### src/rtl/ps2_key_tracker.sv
// PS/2 key-state tracker: decodes make/break/E0 scan-code sequences into per-key
// held levels, one-cycle press/release pulses and a queued event stream.
module ps2_key_slot (
  input  logic CLOCK_50,
  input  logic resetn,
  input  logic set,
  input  logic clr,
  output logic down,
  output logic press,
  output logic rel
);
  always_ff @(posedge CLOCK_50 or negedge resetn) begin
    if (!resetn) begin
      down  <= 1'b0;
      press <= 1'b0;
      rel   <= 1'b0;
    end else begin
      press <= set & ~down;
      rel   <= clr & down;
      if (set)      down <= 1'b1;
      else if (clr) down <= 1'b0;
    end
  end
endmodule

module ps2_key_tracker #(
  parameter int NUM_KEYS   = 15,
  parameter logic [9*NUM_KEYS-1:0] KEY_CODES = {
    9'h174, 9'h16B, 9'h172, 9'h175, 9'h076, 9'h029, 9'h05A, 9'h04B,
    9'h042, 9'h03B, 9'h043, 9'h023, 9'h01B, 9'h01C, 9'h01D},
  parameter int FIFO_DEPTH = 8,
  localparam int IDX_W = (NUM_KEYS > 1) ? $clog2(NUM_KEYS) : 1
) (
  input  logic                CLOCK_50,
  input  logic                resetn,
  input  logic [7:0]          rx_data,
  input  logic                rx_en,
  output logic [NUM_KEYS-1:0] key_down,
  output logic [NUM_KEYS-1:0] key_press,
  output logic [NUM_KEYS-1:0] key_release,
  output logic                any_key,
  output logic                evt_valid,
  output logic [IDX_W-1:0]    evt_key,
  output logic                evt_break,
  input  logic                evt_ready,
  output logic                evt_overflow,
  input  logic                clr_overflow
);
  localparam int AW = $clog2(FIFO_DEPTH);

  typedef enum logic [1:0] {IDLE, EXT, BRK, EXT_BRK} state_t;
  state_t state, nxt;

  logic res, brk, ext;
  always_comb begin
    nxt = state;
    res = 1'b0;
    brk = 1'b0;
    ext = 1'b0;
    if (rx_en) begin
      if (rx_data == 8'hE1) nxt = IDLE;
      else begin
        case (state)
          IDLE: begin
            if (rx_data == 8'hE0)      nxt = EXT;
            else if (rx_data == 8'hF0) nxt = BRK;
            else                       res = 1'b1;
          end
          EXT: begin
            if (rx_data == 8'hF0)      nxt = EXT_BRK;
            else if (rx_data != 8'hE0) begin
              res = 1'b1;
              ext = 1'b1;
              nxt = IDLE;
            end
          end
          default: begin
            // a second prefix after F0 is malformed: drop the whole sequence
            nxt = IDLE;
            brk = 1'b1;
            ext = (state == EXT_BRK);
            res = (rx_data != 8'hE0) && (rx_data != 8'hF0);
          end
        endcase
      end
    end
  end

  always_ff @(posedge CLOCK_50 or negedge resetn) begin
    if (!resetn) state <= IDLE;
    else         state <= nxt;
  end

  logic [NUM_KEYS-1:0] hit;
  for (genvar g = 0; g < NUM_KEYS; g++) begin : g_hit
    assign hit[g] = (KEY_CODES[9*g +: 9] == {ext, rx_data});
  end

  logic             found;
  logic [IDX_W-1:0] idx;
  always_comb begin
    found = 1'b0;
    idx   = '0;
    for (int i = NUM_KEYS - 1; i >= 0; i--) begin
      if (hit[i]) begin
        found = 1'b1;
        idx   = IDX_W'(i);
      end
    end
  end

  logic                cur_down, push;
  logic [NUM_KEYS-1:0] set_vec, clr_vec, onehot;
  assign cur_down = key_down[idx];
  assign onehot   = NUM_KEYS'(1) << idx;
  assign set_vec  = (res && found && !brk && !cur_down) ? onehot : '0;
  assign clr_vec  = (res && found &&  brk &&  cur_down) ? onehot : '0;
  assign push     = |(set_vec | clr_vec);

  for (genvar g = 0; g < NUM_KEYS; g++) begin : g_slot
    ps2_key_slot u_slot (
      .CLOCK_50 (CLOCK_50),
      .resetn   (resetn),
      .set      (set_vec[g]),
      .clr      (clr_vec[g]),
      .down     (key_down[g]),
      .press    (key_press[g]),
      .rel      (key_release[g])
    );
  end

  always_ff @(posedge CLOCK_50 or negedge resetn) begin
    if (!resetn) any_key <= 1'b0;
    else         any_key <= |((key_down | set_vec) & ~clr_vec);
  end

  // event FIFO: extra pointer MSB distinguishes full from empty
  logic [IDX_W:0] mem [FIFO_DEPTH];
  logic [AW:0]    wp, rp;
  logic           empty, full, pop, do_push;
  assign empty   = (wp == rp);
  assign full    = (wp[AW] != rp[AW]) && (wp[AW-1:0] == rp[AW-1:0]);
  assign pop     = evt_ready && !empty;
  assign do_push = push && (!full || pop);

  always_ff @(posedge CLOCK_50) begin
    if (do_push) mem[wp[AW-1:0]] <= {idx, brk};
  end

  always_ff @(posedge CLOCK_50 or negedge resetn) begin
    if (!resetn) begin
      wp           <= '0;
      rp           <= '0;
      evt_overflow <= 1'b0;
    end else begin
      if (do_push) wp <= wp + 1'b1;
      if (pop)     rp <= rp + 1'b1;
      if (push && full && !pop) evt_overflow <= 1'b1;
      else if (clr_overflow)    evt_overflow <= 1'b0;
    end
  end

  assign evt_valid = !empty;
  assign evt_key   = mem[rp[AW-1:0]][IDX_W:1];
  assign evt_break = mem[rp[AW-1:0]][0];
endmodule

### config.mk
export PLATFORM = sky130hd
export DESIGN_NAME = ps2_key_tracker
export DESIGN_NICKNAME = d
export VERILOG_FILES = /design/src/rtl/ps2_key_tracker.sv
export SDC_FILE = /design/constraint.sdc
export NUM_CORES = 1
export LEC_CHECK = 0
export CAP_MARGIN = 20
export CORE_MARGIN = 1.5
export CORE_UTILIZATION = 50
export CTS_CLUSTER_DIAMETER = 120
export CTS_CLUSTER_SIZE = 28
export DETAILED_ROUTE_END_ITERATION = 16
export PLACE_DENSITY = 0.78
export SLEW_MARGIN = 20
export SYNTH_ARGS = -nofsm -noshare
export SYNTH_HDL_FRONTEND = slang
export SYNTH_HIERARCHICAL = 1
export SYNTH_SLANG_ARGS = --single-unit
### constraint.sdc
create_clock -name CLOCK_50 -period 4.3 [get_ports CLOCK_50]
set_input_delay 0.43 -clock CLOCK_50 [delete_from_list [all_inputs] [get_ports CLOCK_50]]
set_output_delay 0.43 -clock CLOCK_50 [all_outputs]
set_load 0.005 [all_outputs]
Yosys cells after proc, flatten, opt, wreduce, memory -nomap -nowiden
Memories as Yosys holds them, arrays and structs flattened.
Cells that the tools add are included.
- flip-flop bits (word level): 57
- output and inout port bits: 53
- input bits: 13
- memories kept: 1
- logic and storage cells: 256
- bits in writable memories: 40
- memories (name ; depth ; bits a word ; read ports ; clocked after Yosys merged registers in ; write ports ; RTL line ; RTL):
    mem ; 8 ; 5 ; 1 ; 0 ; 1 ; 138 ; logic [IDX_W:0] mem [FIFO_DEPTH];
- $add $sub $neg: 2
- shifts and indexed selects: 1
- multiplexer cells: 87
- reductions and logical operators: 38
- bitwise logic cells: 49
- eq/ne operators: 27
- order comparisons: 1
- operator list (operator ; number):
    2-to-1 mux 1 bit ; 61
    2-to-1 mux 4 bit ; 15
    == test 7 x 9 -> 1 bit, first input constant ; 5
    == test 9 bit, first input constant ; 4
    nonzero test 2 bit ; 16
    AND 1 bit ; 30
    2-to-1 mux 15 bit ; 2
    OR 15 bit ; 2
    OR reduction 15 bit ; 2
    == test 5 x 9 -> 1 bit, first input constant ; 3
    == test 6 x 9 -> 1 bit, first input constant ; 3
    == test 8 bit, second input constant ; 3
    != test 8 bit, second input constant ; 2
    AND 15 bit ; 1
    inverter 1 bit ; 15
    inverter 15 bit ; 1
    left shift 1 x 4 -> 15 bit, first input constant ; 1
    logical AND 1 bit ; 11
    2-to-1 mux 2 bit ; 5
    adder 4 x 1 -> 4 bit, second input constant ; 2
    != test 4 bit, second input constant ; 2
    logical NOT 1 bit ; 5
    < comparator 4 x 5 -> 1 bit, second input constant ; 1
    binary-select mux 1 bit (select 4 bit) ; 1
    11 further kinds ; 12

Logic depth before layout (Yosys ltp)
- depth after elaboration: 32
- depth in mapped cells: 15
- mapped depth without buffers: 11

Hierarchy
Netlist, hierarchy kept.
- by module, submodules not included (module ; seq. area each (µm²) ; area each (µm²) ; cells an instance ; instances):
    ps2_key_tracker ; 1501.4 ; 3489.6 ; 331 ; 1
    ps2_key_slot ; 75.1 ; 102.6 ; 7 ; 15

Worst setup path after synthesis
No wires, ideal clock.
- path type: input port to flip-flop
- start point: input port rx_data[0]
- end point: memory mem[4][0] in the netlist's numbering (enable)
- setup slack: 0.290 ns
- cell stages on the path: 12
- data arrival time: 3.629 ns
- setup time: 0.381 ns
- required time: 3.919 ns
- buffers on the path: 2
- cell sequence: buf_6 -> mux2_4 -> o41a_1 -> buf_6 -> o21a_4 -> inv_1 -> mux2_1 -> a221oi_2 -> nand2_1 -> a21o_1 -> a21oi_2 -> nor4bb_1
- cells in the longest elaborated chain, start to end: 32
- elaborated cells on any way between the ends: 80
- classes of those cells: eq/ne (20); shift (1); mux (48); bitwise (1); reduce/logical (10)
- RTL lines (what ; RTL line ; RTL):
    from (decl) ; 36 ; input logic [7:0] rx_data,
    != test 8 bit ; 71 ; else if (rx_data != 8'hE0) begin
    2-to-1 mux 1 bit ; 71 ;
    2-to-1 mux 1 bit ; 70 ; if (rx_data == 8'hF0) nxt = EXT_BRK;
    case mux 1 bit (2 select lines) ; 63 ; case (state)
    2-to-1 mux 1 bit ; 61 ; if (rx_data == 8'hE1) nxt = IDLE;
    2-to-1 mux 1 bit ; 60 ; if (rx_en) begin
    == test 9 bit ; 96 ; assign hit[g] = (KEY_CODES[9*g +: 9] == {ext, rx_data});
    2-to-1 mux 4 bit (14 in series) ; 105 ; if (hit[i]) begin
    [1 not listed] ; -- ;
    net idx[2] ; 100 ; logic [IDX_W-1:0] idx;
    [2 not listed] ; -- ;
    logical NOT 1 bit ; 116 ; assign set_vec = (res && found && !brk && !cur_down) ? onehot : '0;
    logical AND 1 bit ; 116 ;
    2-to-1 mux 15 bit ; 116 ;
    OR 15 bit * ; 118 ; assign push = |(set_vec | clr_vec);
    OR reduction 15 bit * ; 118 ;
    logical AND 1 bit * ; 144 ; assign do_push = push && (!full || pop);
    2-to-1 mux 1 bit * ; 147 ; if (do_push) mem[wp[AW-1:0]] <= {idx, brk};
    2-to-1 mux 1 bit (implied by the code) * ; 147 ;
    to (decl) ; 138 ;
Mark *: on every way through the listed nets, which the timed path passes. The rest lies on a longest branch. The select of a mux whose other input is x is not followed.

Final worst setup path
- start point: input port rx_data[5]
- end point: memory mem[4][0] in the netlist's numbering (enable)
- cells in the longest elaborated chain, start to end: 32
- elaborated cells on any way between the ends: 80
- classes of those cells: eq/ne (20); shift (1); mux (48); bitwise (1); reduce/logical (10)
- RTL lines (what ; RTL line):
    != test 8 bit ; 71, 82
    2-to-1 mux 1 bit ; 71
    2-to-1 mux 1 bit ; 70
    case mux 1 bit (2 select lines) ; 63
    2-to-1 mux 1 bit ; 61
    2-to-1 mux 1 bit ; 60
    == test 9 bit ; 96
    2-to-1 mux 4 bit (15 in series) ; 105
    [2 not listed] ; --
    logical NOT 1 bit ; 116
    logical AND 1 bit ; 116
    2-to-1 mux 15 bit ; 116
    OR 15 bit * ; 118
    OR reduction 15 bit * ; 118
    logical AND 1 bit * ; 144
    2-to-1 mux 1 bit * ; 147
    2-to-1 mux 1 bit (implied by the code) * ; 147
Every way passes the cells marked *; elsewhere a longest branch is shown, timed or not. The select of a mux whose other input is x is not followed.

==> results by group <==
Status
  – Status: finished, final reports clean

Power
  – Flop pwr share: ~50%
  – Leakage power: around 2.7 nW
  – Final Total Pwr: around 2.3 mW
  – PD cells: around 360 nW/um^2
  – Switching share of power: between 20 and 30%
  – Net Switching: 0.628 mW
  – Pint: 1.63 mW
  – Worst VDD drop: roughly 0.00034 V
  – Clock share of power: just under 30%
  – Power share of the combinational group: a little over a fifth

Synthesis
  – Post-synth top area cell: dfrtp_1
  – Post-Synth Adder-Cell Area: 0.498%
  – EDFF count, synth: 40
  – Largest family of logic cells by synthesized area: simple AND/OR/NAND/NOR gates
  – Post-Syn Area: between 5000 and 6000 um^2
  – Asr flop ratio synth: 58.8%
  – Largest cells by area after synthesis: dfrtp_1 28%, edfxtp_1 24%, mux4_2 4.5%
  – Post-Syn Instances: approximately 440
  – Post-Synth Simple-Gate Area: a little over a fifth
  – Synth top area share: between 20 and 30%
  – Post-synthesis mux area share: slightly below 7%
  – Synth warn: 6
  – Seq/Total Area, Yosys: 52.3%
  – Post-synth net total: between 400 and 500
  – Mapped Avg Cell Area: 11.5 um^2
  – Yosys reg bits: 97
  – Synth Flop Type: dfrtp_1
  – XOR/XNOR Fraction of Synth Area: under 10%
  – Synth cell types: 75
  – Synth Area in Compound Gates: a little over an eighth

Global routing
  – Tot GR Track Use: approximately a quarter
  – Vias in the first global route: 3736
  – GRT overflow: 0
  – Largest net degree at the start of global routing: 58
  – Initial antenna violation count: 0
  – First-pass GRT wire length: roughly 19000 um

Layout
  – Final core area utilization: between 60% and 70%
  – Area Growth Syn to Fin: 24.7%
  – N_diodes: 0
  – Final Instance Area: 6270 um^2
  – Share of layout cells above drive strength 1: between 20 and 25%
  – Layout Nets: between 500 and 600

Die
  – Die Y: 103 um
  – Die area: approximately 11000 um^2
  – Row count: 36
  – IO Pins: 66
  – Die Wd: around 100 um
  – Initial core utilization: between 50% and 60%
  – Core box area: around 9800 um^2

Timing
  – Pin slew with the least headroom to its limit: just under 800 ps
  – RSZ-0062 raised after global routing: no
  – Fmax: approximately 0.25 GHz
  – Minimum hold slack: between 150 and 200 ps
  – Setup-failing EPs final: 0
  – Fin crit share: just over 90%
  – Slew headroom: 48.1%
  – Final Hold Viols: 0
  – Setup Skew: ~11 ps
  – Slew Limit Fails: 0
  – Crit path time final: roughly 4000 ps

Worst setup path
  – Startpoint Class: input port
  – Worst setup EP type: flip-flop
  – CP peak stage delay: between 500 and 600 ps
  – Critical Path RT: roughly 4400 ps
  – Crit Path Class: input port to flip-flop
  – Worst-path cell chain: clkdlybuf4s50_1 -> or3b_1 -> o41a_2 -> and3b_4 -> nor3_1 -> o32ai_2 -> a221oi_2 -> nand2_1 -> a21o_1 -> a21oi_2 -> nor4bb_1 -> buf_4
  – Crit-path slowest cell: o41a_2
  – Crit-path max FO: 10
  – WP data arrival: a little over 4000 ps

Clock tree
  – Post CTS Setup Buffer Count: 0
  – Clk slew on worst S/H paths: about 100 ps
  – CTS tree: yes
  – Post-CTS sizing: 0
  – CTS sink cnt: 97
  – Num CTS Buffers: 9
  – H-tree depth: 3
  – CTS Root Cell: clkbuf_8
  – Clock latency on the worst-skew pair: approximately 380 ps
  – CTS Buffer Depth: 2
  – Hold buffer count at cts: 0

Placed design
  – Placed cell area: just over 6000 um^2
  – Port buffer count: 65
  – Gpl congestion: between 0.9 and 1
  – Post-DP HPWL: 8860 um

Min path
  – Hold Crit Class: input port to asynchronous set/reset pin

Drt
  – DRT Pass-1 Iters: 5
  – Met3 routed WL: roughly 380 um
  – Vias: approximately 3800
  – Avg WL per Cell: approximately 18 um
  – Top sig layer: met4
  – Routed vias/inst: 5.72
  – # DRC: 0
  – Routed met1 length: 4980 um
  – Post-route ant nets: 0
  – Iteration-0 DRC count of the detailed router: ~240
  – Post-Route WL: 11900 um
  – Met2 WL post-DR: 6240 um

Run
  – Max-cap violation count: 0
kinds of logic (layout without fill, tap and decap cells):
logic type	count (synthesis)	in the layout
AO/OA/AOI/OAI	82	82
XOR/XNOR	12	12
adder cells (fa/ha/maj)	2	2
buffers and inverters	49	148
flip-flops	97	97
multiplexers	20	20
AND/OR/NAND/NOR	174	174
worst paths after layout:
| check | cells past startpoint | endpoint | from | slack [ps] |
|---|---|---|---|---|
| worst max-delay path | 12 | mem[4][0] | rx_data[5] | 310 |
| worst min-delay path | 2 | rp[1] | resetn | 170 |
| worst max register to register | 11 | mem[4][0] | state[1] | 550 |
| worst min register to register | 1 | wp[3] | wp[3] | 510 |
| max in group asynchronous | 2 | g_slot[13].u_slot/down | resetn | 3630 |
| min in group CLOCK_50 | 1 | wp[3] | wp[3] | 510 |
cells in the mapped netlist (3+ instances only):
library cell and n:
a21o_1 17, dfrtp_1 57, nand4_1 8, and2_2 15
nand3_1 14, o22ai_1 4, nand2_1 20, nor2_1 44
and3_1 5, mux4_2 10, a211o_1 3, edfxtp_1 40
buf_2 6, o211ai_1 3, nor3_1 5, a21oi_1 13
and2_1 6, a31oi_1 3, and2b_2 15, buf_1 3
nor2b_1 9, clkbuf_1 10, a211oi_1 11, inv_1 25
nand2b_1 5, and4b_1 4, mux2_2 7, nor4bb_1 4
xor2_1 5, xnor2_1 7
critical path, delay by kind of cell:
| family | cells | cell delay (ps) |
|---|---|---|
| simple gates | 5 | 1390 |
| compound gates | 5 | 1550 |
| buf+inv | 2 | 720 |
cell usage in the layout, fill, tap and decap left out, types with 8 or more instances in the layout:
cell	instances
clkbuf_8	9
edfxtp_1	40
a21o_1	17
nand4_1	8
clkdlybuf4s50_1	64
mux4_2	10
and2_2	15
a211oi_1	11
nor2_1	44
a21oi_1	13
dfrtp_1	57
buf_4	39
inv_1	25
nand3_1	14
and2b_2	15
nand2_1	20
nor2b_1	9
power groups by stage:
stage | clock, mW | sequential [mW] | combinational, mW
4_1_cts | 0.678 | 1.12 | 0.480
6_report | 0.665 | 1.12 | 0.474
2_1_floorplan | 0 | 1.05 | 0.365
3_5_place_dp | 0 | 1.14 | 0.473
5_1_grt | 0.709 | 1.14 | 0.519
3_3_place_gp | 0 | 1.14 | 0.456
routing by layer:
metal  global-route usage, %  up-vias
met1                    29.3     1916
li1                        -     1786
met3                    3.49       23
met4                    10.5        0
met5                       0        -
met2                    42.1       96
through the flow:
stage	TNS (ps)	std cells	setup slack, ps
after floorplan	0	436	290
after global placement	0	652	64.0
after detailed placement	-1140	652	-116
after CTS	0	668	263
after global routing	0	668	72.9
final	0	668	313
state kept, by name, indices dropped and copies added (netlist names):
| register | count |
|---|---|
| evt_overflow | 1 |
| g_slot.u_slot/press | 15 |
| wp | 4 |
| mem | 40 |
| rp | 4 |
| state | 2 |
| g_slot.u_slot/down | 15 |
| g_slot.u_slot/rel | 15 |
| any_key | 1 |
cell type report:
class	instances	area (um^2)
inverter	27	101
timing repair buffer	105	958
clock inverter	7	101
fill	768	3500
clock buffer	9	124
tap	133	166
multi-input combinational	290	2190
sequential	97	2630
Power figures use the tool's default switching activity.
